**src/rtl/mem_responder.sv**
```systemverilog
// mem_responder
//   Single-port instruction/data memory for the multicycle accumulator CPU.
//   Services MemRead/MemWrite strobes after WAIT_CYCLES wait states with a
//   one-cycle registered ready pulse, then interlocks until the controller
//   drops its strobes so a held request is never serviced twice. A side
//   port preloads program images while the memory is idle.
//
// Ports
//   clk        clock, rising edge
//   rst        asynchronous active-high reset
//   MemRead    read request, held until ready is seen
//   MemWrite   write request, held until ready is seen
//   addr       request address, captured at acceptance
//   wdata      write data, captured at acceptance
//   load_en    preload strobe (honoured only when idle with no request)
//   load_addr  preload address
//   load_data  preload data
//   rdata      registered read data, held until the next read completes
//   ready      one-cycle response strobe
//   busy       high whenever a request is in flight or still held
//   err        one-cycle protocol-violation pulse
module mem_responder #(
  parameter int ADDR_W      = 5,
  parameter int DATA_W      = 8,
  parameter int WAIT_CYCLES = 2
) (
  input  logic              clk,
  input  logic              rst,
  input  logic              MemRead,
  input  logic              MemWrite,
  input  logic [ADDR_W-1:0] addr,
  input  logic [DATA_W-1:0] wdata,
  input  logic              load_en,
  input  logic [ADDR_W-1:0] load_addr,
  input  logic [DATA_W-1:0] load_data,
  output logic [DATA_W-1:0] rdata,
  output logic              ready,
  output logic              busy,
  output logic              err
);

  localparam logic [1:0] IDLE = 2'd0;
  localparam logic [1:0] WAIT = 2'd1;
  localparam logic [1:0] RESP = 2'd2;
  localparam logic [1:0] HOLD = 2'd3;

  localparam int         DEPTH     = 1 << ADDR_W;
  localparam logic [3:0] WAIT_INIT = (WAIT_CYCLES == 0) ? 4'd0 : 4'(WAIT_CYCLES - 1);

  logic [1:0]        state;
  logic [1:0]        state_nxt;
  logic [3:0]        cnt;
  logic [3:0]        cnt_nxt;

  logic              rd_p0;
  logic [ADDR_W-1:0] addr_p0;
  logic [DATA_W-1:0] wdata_p0;

  logic [DATA_W-1:0] mem [DEPTH];

  logic              req;
  logic              accept;
  logic              enter_resp;
  logic              svc_rd;
  logic [ADDR_W-1:0] svc_addr;
  logic [DATA_W-1:0] svc_wdata;
  logic              svc_we;
  logic              preload_we;
  logic              err_nxt;

  assign req    = MemRead | MemWrite;
  assign accept = (state == IDLE) && req;
  assign busy   = (state != IDLE);

  // With zero wait states the request goes from IDLE straight into RESP on
  // the acceptance edge, so the service operands come from the live inputs
  // instead of the captured copies.
  assign svc_rd    = (state == IDLE) ? MemRead : rd_p0;
  assign svc_addr  = (state == IDLE) ? addr    : addr_p0;
  assign svc_wdata = (state == IDLE) ? wdata   : wdata_p0;

  assign enter_resp = (state_nxt == RESP);
  assign svc_we     = enter_resp && !svc_rd;
  assign preload_we = (state == IDLE) && !req && load_en;

  // An accepted request always wins over a simultaneous preload.
  assign err_nxt = (accept && MemRead && MemWrite) ||
                   (accept && load_en) ||
                   (busy && load_en);

  always_comb begin
    state_nxt = state;
    cnt_nxt   = cnt;
    case (state)
      IDLE: begin
        if (req) begin
          state_nxt = (WAIT_CYCLES == 0) ? RESP : WAIT;
          cnt_nxt   = WAIT_INIT;
        end
      end
      WAIT: begin
        if (cnt == 4'd0) state_nxt = RESP;
        else             cnt_nxt   = cnt - 4'd1;
      end
      RESP:    state_nxt = req ? HOLD : IDLE;
      HOLD:    state_nxt = req ? HOLD : IDLE;
      default: state_nxt = IDLE;
    endcase
  end

  // Request capture stage: operands are frozen at acceptance, later input
  // changes (including a change of op) are ignored until the next IDLE.
  always_ff @(posedge clk) begin
    if (accept) begin
      rd_p0    <= MemRead;
      addr_p0  <= addr;
      wdata_p0 <= wdata;
    end
  end

  // Storage: the service write commits on the edge entering RESP, so a read
  // issued afterwards to the same word observes the new data.
  always_ff @(posedge clk) begin
    if (svc_we)          mem[svc_addr]  <= svc_wdata;
    else if (preload_we) mem[load_addr] <= load_data;
  end

  // Control and response stage.
  always_ff @(posedge clk or posedge rst) begin
    if (rst) begin
      state <= IDLE;
      cnt   <= 4'd0;
      ready <= 1'b0;
      err   <= 1'b0;
      rdata <= '0;
    end else begin
      state <= state_nxt;
      cnt   <= cnt_nxt;
      ready <= enter_resp;
      err   <= err_nxt;
      if (enter_resp && svc_rd) rdata <= mem[svc_addr];
    end
  end

endmodule

```
**config.mk**
```make
export PLATFORM = sky130hd
export DESIGN_NAME = mem_responder
export DESIGN_NICKNAME = d
export VERILOG_FILES = /design/src/rtl/mem_responder.sv
export SDC_FILE = /design/constraint.sdc
export NUM_CORES = 1
export LEC_CHECK = 0
export CORE_ASPECT_RATIO = 1.5
export CORE_MARGIN = 8
export CORE_UTILIZATION = 65
export CTS_CLUSTER_SIZE = 40
export DETAILED_ROUTE_END_ITERATION = 8
export GPL_TIMING_DRIVEN = 0
export PLACE_DENSITY = 0.84
export SLEW_MARGIN = 0
export SYNTH_ARGS = -nofsm -noshare
export SYNTH_HDL_FRONTEND = slang
export SYNTH_SLANG_ARGS = --single-unit
```
**constraint.sdc**
```tcl
create_clock -name clk -period 6.81 [get_ports clk]
set_input_delay 1.362 -clock clk [delete_from_list [all_inputs] [get_ports clk]]
set_output_delay 1.362 -clock clk [all_outputs]
set_load 0.005 [all_outputs]
```
==> report_table.html, run 1 <==
<table>
<tr><th>Metric</th><th>Value</th></tr>
<tr><th colspan="2">Power</th></tr>
<tr><td>Power Total</td><td>5.63 mW</td></tr>
<tr><td>P per Cell Area</td><td>414 nW/µm²</td></tr>
<tr><td>Peak supply drop</td><td>307 µV</td></tr>
<tr><td>Static power due to leakage</td><td>4.55 nW</td></tr>
<tr><th colspan="2">STA</th></tr>
<tr><td>Number of pins with negative max-slew slack in the final report</td><td>0</td></tr>
<tr><td>Setup repair after global routing missed its margin</td><td>false</td></tr>
<tr><td>Final Hold Fails</td><td>0</td></tr>
<tr><td>Highest attainable clock frequency</td><td>241 MHz</td></tr>
<tr><td>Relative slew margins</td><td>0.157</td></tr>
<tr><td>Transition time at the pin with the least slew margin</td><td>1270 ps</td></tr>
<tr><td>Tcrit/Tclk final</td><td>0.608</td></tr>
<tr><td>Setup clock skew after layout</td><td>16.8 ps</td></tr>
<tr><td>Setup TNS</td><td>0 ps</td></tr>
<tr><td>Min Clock Period, post-route</td><td>4140 ps</td></tr>
<tr><td>Smallest setup slack after layout</td><td>2670 ps</td></tr>
<tr><td>Number of setup violations in the final report</td><td>0</td></tr>
<tr><th colspan="2">Clock network</th></tr>
<tr><td>TritonCTS clock tree</td><td>done</td></tr>
<tr><td>Clock latency at the later pin of the worst-skew pair</td><td>530 ps</td></tr>
<tr><td>Number of buffers added by the clock tree synthesis step</td><td>25</td></tr>
<tr><td>Number of buffers on the longest clock path</td><td>3</td></tr>
<tr><td>Resized cells post-CTS</td><td>0</td></tr>
<tr><td>Number of sinks handled by clock tree synthesis</td><td>286</td></tr>
<tr><td>H-tree lvl count</td><td>1</td></tr>
<tr><td>Hold Buf Count CTS</td><td>0</td></tr>
<tr><td>Master cell of the clock root buffer</td><td>clkbuf_16</td></tr>
<tr><td>Number of post-CTS setup repair buffers</td><td>0</td></tr>
<tr><td>Post-CTS clock slew at the launch and capture registers of the worst setup and hold paths</td><td>70 ps</td></tr>
<tr><th colspan="2">Drt</th></tr>
<tr><td>Iteration count of the initial detailed-routing pass</td><td>6</td></tr>
<tr><td>Vias per std cell</td><td>7.05</td></tr>
<tr><td>Count of vias placed by the detailed router</td><td>7,767</td></tr>
<tr><td>Violation count after the first detailed-routing iteration</td><td>1,045</td></tr>
<tr><td>Residual DRC count</td><td>0</td></tr>
<tr><td>Number of nets with antenna violations after routing</td><td>0</td></tr>
<tr><td>Final Routed Wirelength</td><td>31.2 mm</td></tr>
<tr><td>Wire length per cell</td><td>28.3 µm</td></tr>
<tr><th colspan="2">Worst setup path</th></tr>
<tr><td>Critical path type</td><td>in2reg</td></tr>
<tr><td>Required time reported for the critical path endpoint</td><td>6960 ps</td></tr>
<tr><td>Startpoint types</td><td>input pin</td></tr>
<tr><td>Cell with the biggest individual delay on the critical path</td><td>nor2_1</td></tr>
<tr><td>Cell type group with the largest total delay on the critical path</td><td>buffers and inverters</td></tr>
<tr><td>Largest fanout of any net on the critical path</td><td>10</td></tr>
<tr><td>Number of buffers and inverters on the critical path</td><td>3</td></tr>
<tr><td>CP Cell Sequence</td><td>clkdlybuf4s50_1 -&gt; mux2i_1 -&gt; buf_4 -&gt; buf_2 -&gt; a32oi_1 -&gt; nor2_1</td></tr>
<tr><td>Crit. End Element</td><td>flop</td></tr>
<tr><td>Delay contributed by the slowest stage of the critical path</td><td>880 ps</td></tr>
<tr><td>Arrival time reported for the critical path endpoint</td><td>4290 ps</td></tr>
<tr><th colspan="2">Layout</th></tr>
<tr><td>Ratio of cells with drive above 1 in the final layout</td><td>0.120</td></tr>
<tr><td>Antenna diode instance count</td><td>0</td></tr>
<tr><td>Leading cell type in the layout, fill and taps excluded</td><td>edfxtp_1</td></tr>
<tr><td>Final nets</td><td>899</td></tr>
<tr><td>Post-layout instance count excluding filler cells</td><td>1,102</td></tr>
<tr><td>Layout overhead on the synthesized area</td><td>14.0%</td></tr>
<tr><td>Area used by multi-input combinational logic</td><td>3150 µm²</td></tr>
<tr><td>Fill cells</td><td>1,043</td></tr>
<tr><td>Sequential standard cell area</td><td>8510 µm²</td></tr>
<tr><td>Commonest cells after routing, fill and taps aside</td><td>edfxtp_1, mux2i_1, nand2_1, nor2_1, clkdlybuf4s50_1</td></tr>
<tr><th colspan="2">Placed design</th></tr>
<tr><td>HPWL after detailed placement</td><td>21.2 mm</td></tr>
<tr><td>Placed Cells</td><td>1,057</td></tr>
<tr><td>Routability cong.</td><td>0.959</td></tr>
<tr><td>Number of buffers added on ports</td><td>41</td></tr>
<tr><td>Worst slack after detailed placement</td><td>2060 ps</td></tr>
<tr><th colspan="2">Global route</th></tr>
<tr><td>Via count of the first global-routing pass</td><td>8,018</td></tr>
<tr><td>GRT Util Overall</td><td>0.273</td></tr>
<tr><td>Maximum number of pins on one net before global-route repair</td><td>33</td></tr>
<tr><td>Remaining Overflow, GRT</td><td>0</td></tr>
<tr><td>Global-route wire length before repair</td><td>47.6 mm</td></tr>
<tr><td>Antenna violations before repair</td><td>0</td></tr>
<tr><th colspan="2">Run status</th></tr>
<tr><td>Result of the run</td><td>complete, no violations</td></tr>
<tr><th colspan="2">Floorplan</th></tr>
<tr><td>I/O pin cnt</td><td>42</td></tr>
<tr><td>Vertical extent of the die</td><td>182 µm</td></tr>
<tr><td>Die Outline Area</td><td>23,000 µm²</td></tr>
<tr><td>Area inside the core boundary</td><td>17,900 µm²</td></tr>
<tr><td>Chip Width</td><td>127 µm</td></tr>
<tr><td>Initial Util</td><td>0.664</td></tr>
<tr><td>FP Rows</td><td>60</td></tr>
<tr><th colspan="2">Synthesis</th></tr>
<tr><td>Cell area after synthesis</td><td>11,900 µm²</td></tr>
<tr><td>Number of register bits inferred by synthesis</td><td>286</td></tr>
<tr><td>Sequential-to-total area share from yosys stat</td><td>0.714</td></tr>
<tr><td>Most common flop cell mapped by yosys</td><td>edfxtp_1</td></tr>
<tr><td>Share of synthesized registers carrying an async set or reset</td><td>0.0559</td></tr>
<tr><td>Warning count from the yosys run</td><td>0</td></tr>
<tr><td>Synthesized area divided by synthesized cell count</td><td>15.0 µm²</td></tr>
<tr><td>Net count after synthesis</td><td>826</td></tr>
<tr><td>Number of enable flip-flop cells after synthesis</td><td>270</td></tr>
<tr><td>Netlist cell types</td><td>60</td></tr>
<tr><td>Post-Synthesis Cells</td><td>794</td></tr>
<tr><th colspan="2">Run</th></tr>
<tr><td>Maximum Capacitance Violations</td><td>0</td></tr>
<tr><th colspan="2">Min path</th></tr>
<tr><td>Class of the tightest hold or removal check</td><td>reg2reg</td></tr>
</table>
-- flip-flops by register name, indices dropped and copies added (netlist names) --
name	cells
addr_p0	5
rd_p0	1
cnt	4
state	2
mem	256
ready	1
err	1
rdata	8
wdata_p0	8
-- path summary, 6_finish.rpt --
path                       cells after the start    endpoint      from  slack [ps]
min in group asynchronous                      2      cnt[0]       rst        1260
hold reg to reg                                1      cnt[1]    cnt[1]         580
setup reg to reg                               7  mem[20][5]  state[0]        3190
setup / recovery                               6  mem[20][5]   addr[1]        2670
max in group asynchronous                      2    rdata[5]       rst        5080
hold / removal                                 1      cnt[1]    cnt[1]         580
-- kinds of logic after synthesis --
group                      synth area share
and+or+nand+nor                      0.0857
muxes                                0.0706
adders and majority gates           0.00105
AOI/OAI and AO/OA                    0.0993
DFF                                   0.714
buffers and inverters                0.0295
-- cell usage after synthesis (4+ instances only) --
cell,count,share of area
dfrtp_1,16,0.034
clkbuf_1,17,0.0054
or2_2,4,0.0021
and3_1,19,0.010
nor3_1,6,0.0025
buf_4,4,0.0025
nand2_1,53,0.017
a21oi_1,23,0.0097
a32oi_1,4,0.0029
nand3_1,30,0.013
mux2i_1,69,0.058
inv_1,10,0.0031
a41o_1,5,0.0042
nor4b_1,4,0.0029
o21ai_0,38,0.016
nor4_1,11,0.0058
mux4_2,4,0.0076
nand2b_1,8,0.0042
o22ai_1,15,0.0079
o221ai_1,13,0.0096
a31oi_1,14,0.0073
a211oi_1,22,0.014
buf_6,10,0.0094
nor2_1,53,0.017
edfxtp_1,270,0.68
a211oi_2,4,0.0042
a2111oi_0,11,0.0081
buf_2,13,0.0055
-- worst reg2reg max path, delay by kind of cell, from the launching register on --
| kind | cells | cell delay [ps] |
|---|---|---|
| DFF | 1 | 370 |
| muxes | 1 | 530 |
| AOI/OAI and AO/OA | 1 | 470 |
| buffers and inverters | 3 | 750 |
| and+or+nand+nor | 2 | 1120 |
-- cell type report --
class	count	area share
plain buffers	46	0.0226
inverters	12	0.00332
well taps	217	0.0200
clock buffers	28	0.0469
clock inverters	17	0.0116
multi-input cells	450	0.232
repair buffers	46	0.0370
flip-flops and latches	286	0.626
-- through the flow --
stage	util	instance area, µm²	hold WS [ps]
after global routing	0.757	13600	612
after global placement	0.702	12600	511
final	0.757	13600	582
after detailed placement	0.713	12800	559
after floorplan	-	11900	496
after CTS	0.757	13600	577
-- per-layer routing --
layer	track usage	vias to the layer above	routed length, µm
met5	0	-	0
met1	0.317	3764	10600
li1	-	3272	-
met2	0.465	576	15400
met3	0.0554	155	3180
met4	0.152	0	1950
-- power breakdown --
part | leakage (nW) | total (mW) | internal, mW | switching [mW]
clock | 0.387 | 1.41 | 0.785 | 0.620
sequential | 2.61 | 2.31 | 2.26 | 0.0490
combinational | 1.55 | 1.91 | 0.644 | 1.27
Power figures use the tool's default switching activity.
==> inputs of run 2 (changes only) <==
--- a/config.mk
+++ b/config.mk
@@ -7,11 +7,11 @@
 export LEC_CHECK = 0
 export CORE_ASPECT_RATIO = 1.5
 export CORE_MARGIN = 8
-export CORE_UTILIZATION = 65
+export CORE_UTILIZATION = 55
 export CTS_CLUSTER_SIZE = 40
 export DETAILED_ROUTE_END_ITERATION = 8
 export GPL_TIMING_DRIVEN = 0
-export PLACE_DENSITY = 0.84
+export PLACE_DENSITY = 0.76
 export SLEW_MARGIN = 0
 export SYNTH_ARGS = -nofsm -noshare
 export SYNTH_HDL_FRONTEND = slang
==> constraint.sdc (replaced) <==
create_clock -name clk -period 3.5 [get_ports clk]
set_input_delay 0.7 -clock clk [delete_from_list [all_inputs] [get_ports clk]]
set_output_delay 0.7 -clock clk [all_outputs]
set_load 0.005 [all_outputs]
==> run 2 against run 1 <==
The run now ends with setup timing left. Sequential share of layout area is 0.62 points lower. Final cell count rose by 5.3%. Total power up 93%. Flip-flop and latch count unchanged. Die area increased by 16%. Critical path depth grew 1. Design area rose by 1.0%. Clock skew fell by 3.0 ps. Via count shrank 3.2%. Non-clock buffer count increased by 2. Clock power increased by 89%. Largest power group unchanged.
==> report_table.html, run 2 (synthesized netlist as in run 1, its figures left out) <==
<table>
<tr><th>Metric</th><th>Value</th></tr>
<tr><th colspan="2">Clock network</th></tr>
<tr><td>Number of sinks handled by clock tree synthesis</td><td>286 (unchanged)</td></tr>
<tr><td>Master cell of the clock root buffer</td><td>clkbuf_16 (unchanged)</td></tr>
<tr><td>Clock latency at the later pin of the worst-skew pair</td><td>540 ps (was 530 ps)</td></tr>
<tr><td>Post-CTS clock slew at the launch and capture registers of the worst setup and hold paths</td><td>70 ps (about the same)</td></tr>
<tr><td>Hold Buf Count CTS</td><td>0 (unchanged)</td></tr>
<tr><td>Number of buffers on the longest clock path</td><td>3 (unchanged)</td></tr>
<tr><td>Number of buffers added by the clock tree synthesis step</td><td>25 (unchanged)</td></tr>
<tr><td>Number of post-CTS setup repair buffers</td><td>0 (unchanged)</td></tr>
<tr><td>TritonCTS clock tree</td><td>done (unchanged)</td></tr>
<tr><td>H-tree lvl count</td><td>1 (unchanged)</td></tr>
<tr><th colspan="2">Global route</th></tr>
<tr><td>Maximum number of pins on one net before global-route repair</td><td>33 (unchanged)</td></tr>
<tr><td>Antenna violations before repair</td><td>0 (unchanged)</td></tr>
<tr><td>GRT Util Overall</td><td>0.227 (was 0.273)</td></tr>
<tr><td>Global-route wire length before repair</td><td>45.3 mm (was 47.6 mm)</td></tr>
<tr><td>Via count of the first global-routing pass</td><td>7,621 (was 8,018)</td></tr>
<tr><td>Remaining Overflow, GRT</td><td>0 (unchanged)</td></tr>
<tr><th colspan="2">Run</th></tr>
<tr><td>Maximum Capacitance Violations</td><td>0 (unchanged)</td></tr>
<tr><th colspan="2">Worst setup path</th></tr>
<tr><td>Critical path type</td><td>reg2reg (was in2reg)</td></tr>
<tr><td>Crit. End Element</td><td>flop (unchanged)</td></tr>
<tr><td>Arrival time reported for the critical path endpoint</td><td>3750 ps (was 4290 ps)</td></tr>
<tr><td>Required time reported for the critical path endpoint</td><td>3660 ps (was 6960 ps)</td></tr>
<tr><td>Largest fanout of any net on the critical path</td><td>10 (unchanged)</td></tr>
<tr><td>Startpoint types</td><td>flop (was input pin)</td></tr>
<tr><th colspan="2">Floorplan</th></tr>
<tr><td>Vertical extent of the die</td><td>196 µm (was 182 µm)</td></tr>
<tr><td>Die Outline Area</td><td>26,700 µm² (was 23,000 µm²)</td></tr>
<tr><td>Chip Width</td><td>136 µm (was 127 µm)</td></tr>
<tr><td>Area inside the core boundary</td><td>21,500 µm² (was 17,900 µm²)</td></tr>
<tr><td>Initial Util</td><td>0.555 (was 0.664)</td></tr>
<tr><td>I/O pin cnt</td><td>42 (unchanged)</td></tr>
<tr><td>FP Rows</td><td>66 (was 60)</td></tr>
<tr><th colspan="2">Layout</th></tr>
<tr><td>Fill cells</td><td>1,547 (was 1,043)</td></tr>
<tr><td>Ratio of cells with drive above 1 in the final layout</td><td>0.146 (was 0.120)</td></tr>
<tr><td>Layout overhead on the synthesized area</td><td>15.1% (was 14.0%)</td></tr>
<tr><td>Register with the highest flop count</td><td>mem (unchanged)</td></tr>
<tr><td>Biggest registers after layout</td><td>mem: 256 flops, rdata: 8 flops, wdata_p0: 8 flops (unchanged)</td></tr>
<tr><td>Commonest cells after routing, fill and taps aside</td><td>edfxtp_1, mux2i_1, nand2_1 (was edfxtp_1, mux2i_1, nand2_1, nor2_1, clkdlybuf4s50_1)</td></tr>
<tr><td>Final nets</td><td>901 (was 899)</td></tr>
<tr><td>Number of flip-flops under the largest register name</td><td>256 (unchanged)</td></tr>
<tr><td>Antenna diode instance count</td><td>0 (unchanged)</td></tr>
<tr><td>Leading cell type in the layout, fill and taps excluded</td><td>edfxtp_1 (unchanged)</td></tr>
<tr><th colspan="2">Power</th></tr>
<tr><td>Sw Ratio</td><td>0.344 (about the same)</td></tr>
<tr><td>Clock Power Share</td><td>0.245 (was 0.250)</td></tr>
<tr><td>Peak supply drop</td><td>396 µV (was 307 µV)</td></tr>
<tr><td>Static power due to leakage</td><td>4.56 nW (was 4.55 nW)</td></tr>
<tr><td>Switching power total</td><td>3.74 mW (was 1.94 mW)</td></tr>
<tr><td>Sequential cell fraction of total power</td><td>0.413 (was 0.411)</td></tr>
<tr><td>P per Cell Area</td><td>791 nW/µm² (was 414 nW/µm²)</td></tr>
<tr><td>Power Total</td><td>10.9 mW (was 5.63 mW)</td></tr>
<tr><td>Combinational Power Share</td><td>0.342 (was 0.340)</td></tr>
<tr><td>Internal power of the cells</td><td>7.12 mW (was 3.69 mW)</td></tr>
<tr><th colspan="2">Placed design</th></tr>
<tr><td>HPWL after detailed placement</td><td>20.9 mm (was 21.2 mm)</td></tr>
<tr><td>Number of buffers added on ports</td><td>41 (unchanged)</td></tr>
<tr><td>Routability cong.</td><td>0.882 (was 0.959)</td></tr>
<tr><th colspan="2">Drt</th></tr>
<tr><td>Final Routed Wirelength</td><td>30.0 mm (was 31.2 mm)</td></tr>
<tr><td>Residual DRC count</td><td>0 (unchanged)</td></tr>
<tr><td>Violation count after the first detailed-routing iteration</td><td>852 (was 1,045)</td></tr>
<tr><td>Iteration count of the initial detailed-routing pass</td><td>6 (unchanged)</td></tr>
<tr><td>Wire length per cell</td><td>25.9 µm (was 28.3 µm)</td></tr>
<tr><td>Count of vias placed by the detailed router</td><td>7,517 (was 7,767)</td></tr>
<tr><td>Vias per std cell</td><td>6.48 (was 7.05)</td></tr>
<tr><td>Number of nets with antenna violations after routing</td><td>0 (unchanged)</td></tr>
<tr><th colspan="2">Min path</th></tr>
<tr><td>Class of the tightest hold or removal check</td><td>reg2reg (unchanged)</td></tr>
<tr><th colspan="2">Run status</th></tr>
<tr><td>Failing checks</td><td>setup timing</td></tr>
<tr><td>Result of the run</td><td>complete, but fails checks (was complete, no violations)</td></tr>
<tr><th colspan="2">STA</th></tr>
<tr><td>Worst hold slack</td><td>544 ps (was 582 ps)</td></tr>
<tr><td>Smallest setup slack after layout</td><td>-96.4 ps (was 2670 ps)</td></tr>
<tr><td>Setup repair after global routing missed its margin</td><td>true (was false)</td></tr>
<tr><td>Number of pins with negative max-slew slack in the final report</td><td>0 (unchanged)</td></tr>
<tr><td>Transition time at the pin with the least slew margin</td><td>1470 ps (was 1270 ps)</td></tr>
<tr><td>Highest attainable clock frequency</td><td>278 MHz</td></tr>
<tr><td>Number of setup violations in the final report</td><td>36 (was 0)</td></tr>
<tr><td>Tcrit/Tclk final</td><td>1.03</td></tr>
<tr><td>Relative slew margins</td><td>0.0183 (was 0.157)</td></tr>
<tr><td>Setup clock skew after layout</td><td>13.8 ps (was 16.8 ps)</td></tr>
<tr><td>Min Clock Period, post-route</td><td>3600 ps</td></tr>
<tr><td>Final Hold Fails</td><td>0 (unchanged)</td></tr>
</table>
==> run 2: final timing paths <==
check / start / to / slack [ps] / cells past startpoint
max: state[0] / mem[13][0] / -100 / 7
min: cnt[1] / cnt[1] / 540 / 1
max reg2reg: state[0] / mem[13][0] / -100 / 7
min reg2reg: cnt[1] / cnt[1] / 540 / 1
max in group asynchronous: rst / rdata[3] / 2390 / 2
min in group asynchronous: rst / rdata[7] / 610 / 2
==> run 2: per-stage QoR <==
step           TNS, ps  setup WS [ps]  instance area (µm²)  utilization  cells
4_1_cts              0           12.4                13700        0.636   1160
3_5_place_dp    -64340           -347                12900        0.601   1114
3_3_place_gp   -373620          -1790                12700        0.590   1107
5_1_grt         -22350           -148                13700        0.639   1160
2_1_floorplan        0            678                11900            -    794
6_report         -1620          -96.4                13700        0.639   1160
==> run 2: what timing repair did <==
action                                  in CTS  in global routing
hold endpoints to repair                     0                  0
endpoints found under the setup margin       0                258
resized for setup                            0                 20
==> run 2: power groups by stage <==
stage / Combinational, mW / Clock, mW / Sequential [mW]
2_1_floorplan: 2.17 / 0 / 4.55
3_3_place_gp: 3.30 / 0 / 4.62
3_5_place_dp: 3.65 / 0 / 4.55
4_1_cts: 3.67 / 2.66 / 4.48
5_1_grt: 3.94 / 2.79 / 4.50
6_report: 3.71 / 2.66 / 4.48
==> run 2: per-layer routing <==
layer  share of wire  vias up  GRT usage  routed length (µm)
met5               0        -          0                   0
met2            0.51      412      0.382               15400
met3           0.080       96     0.0369                2410
li1                -     3276          -                   -
met4           0.050        0      0.120                1520
met1            0.36     3733      0.273               10700
==> run 2: final cells by class <==
type | count | area (µm²) | area share
clock inverters | 13 | 105 | 0.00766
clock buffers | 33 | 666 | 0.0485
well taps | 272 | 340 | 0.0248
plain buffers | 46 | 307 | 0.0223
repair buffers | 48 | 543 | 0.0396
inverters | 12 | 45.0 | 0.00328
multi-input cells | 450 | 3200 | 0.233
flip-flops and latches | 286 | 8510 | 0.620
==> run 2: critical path, cell delays in order (launching register included) <==
cell and delay (ps):
dfrtp_1 380, buf_6 150, nor2_4 240, mux2i_1 540
buf_4 290, buf_2 300, a32oi_1 520, nor2_1 800
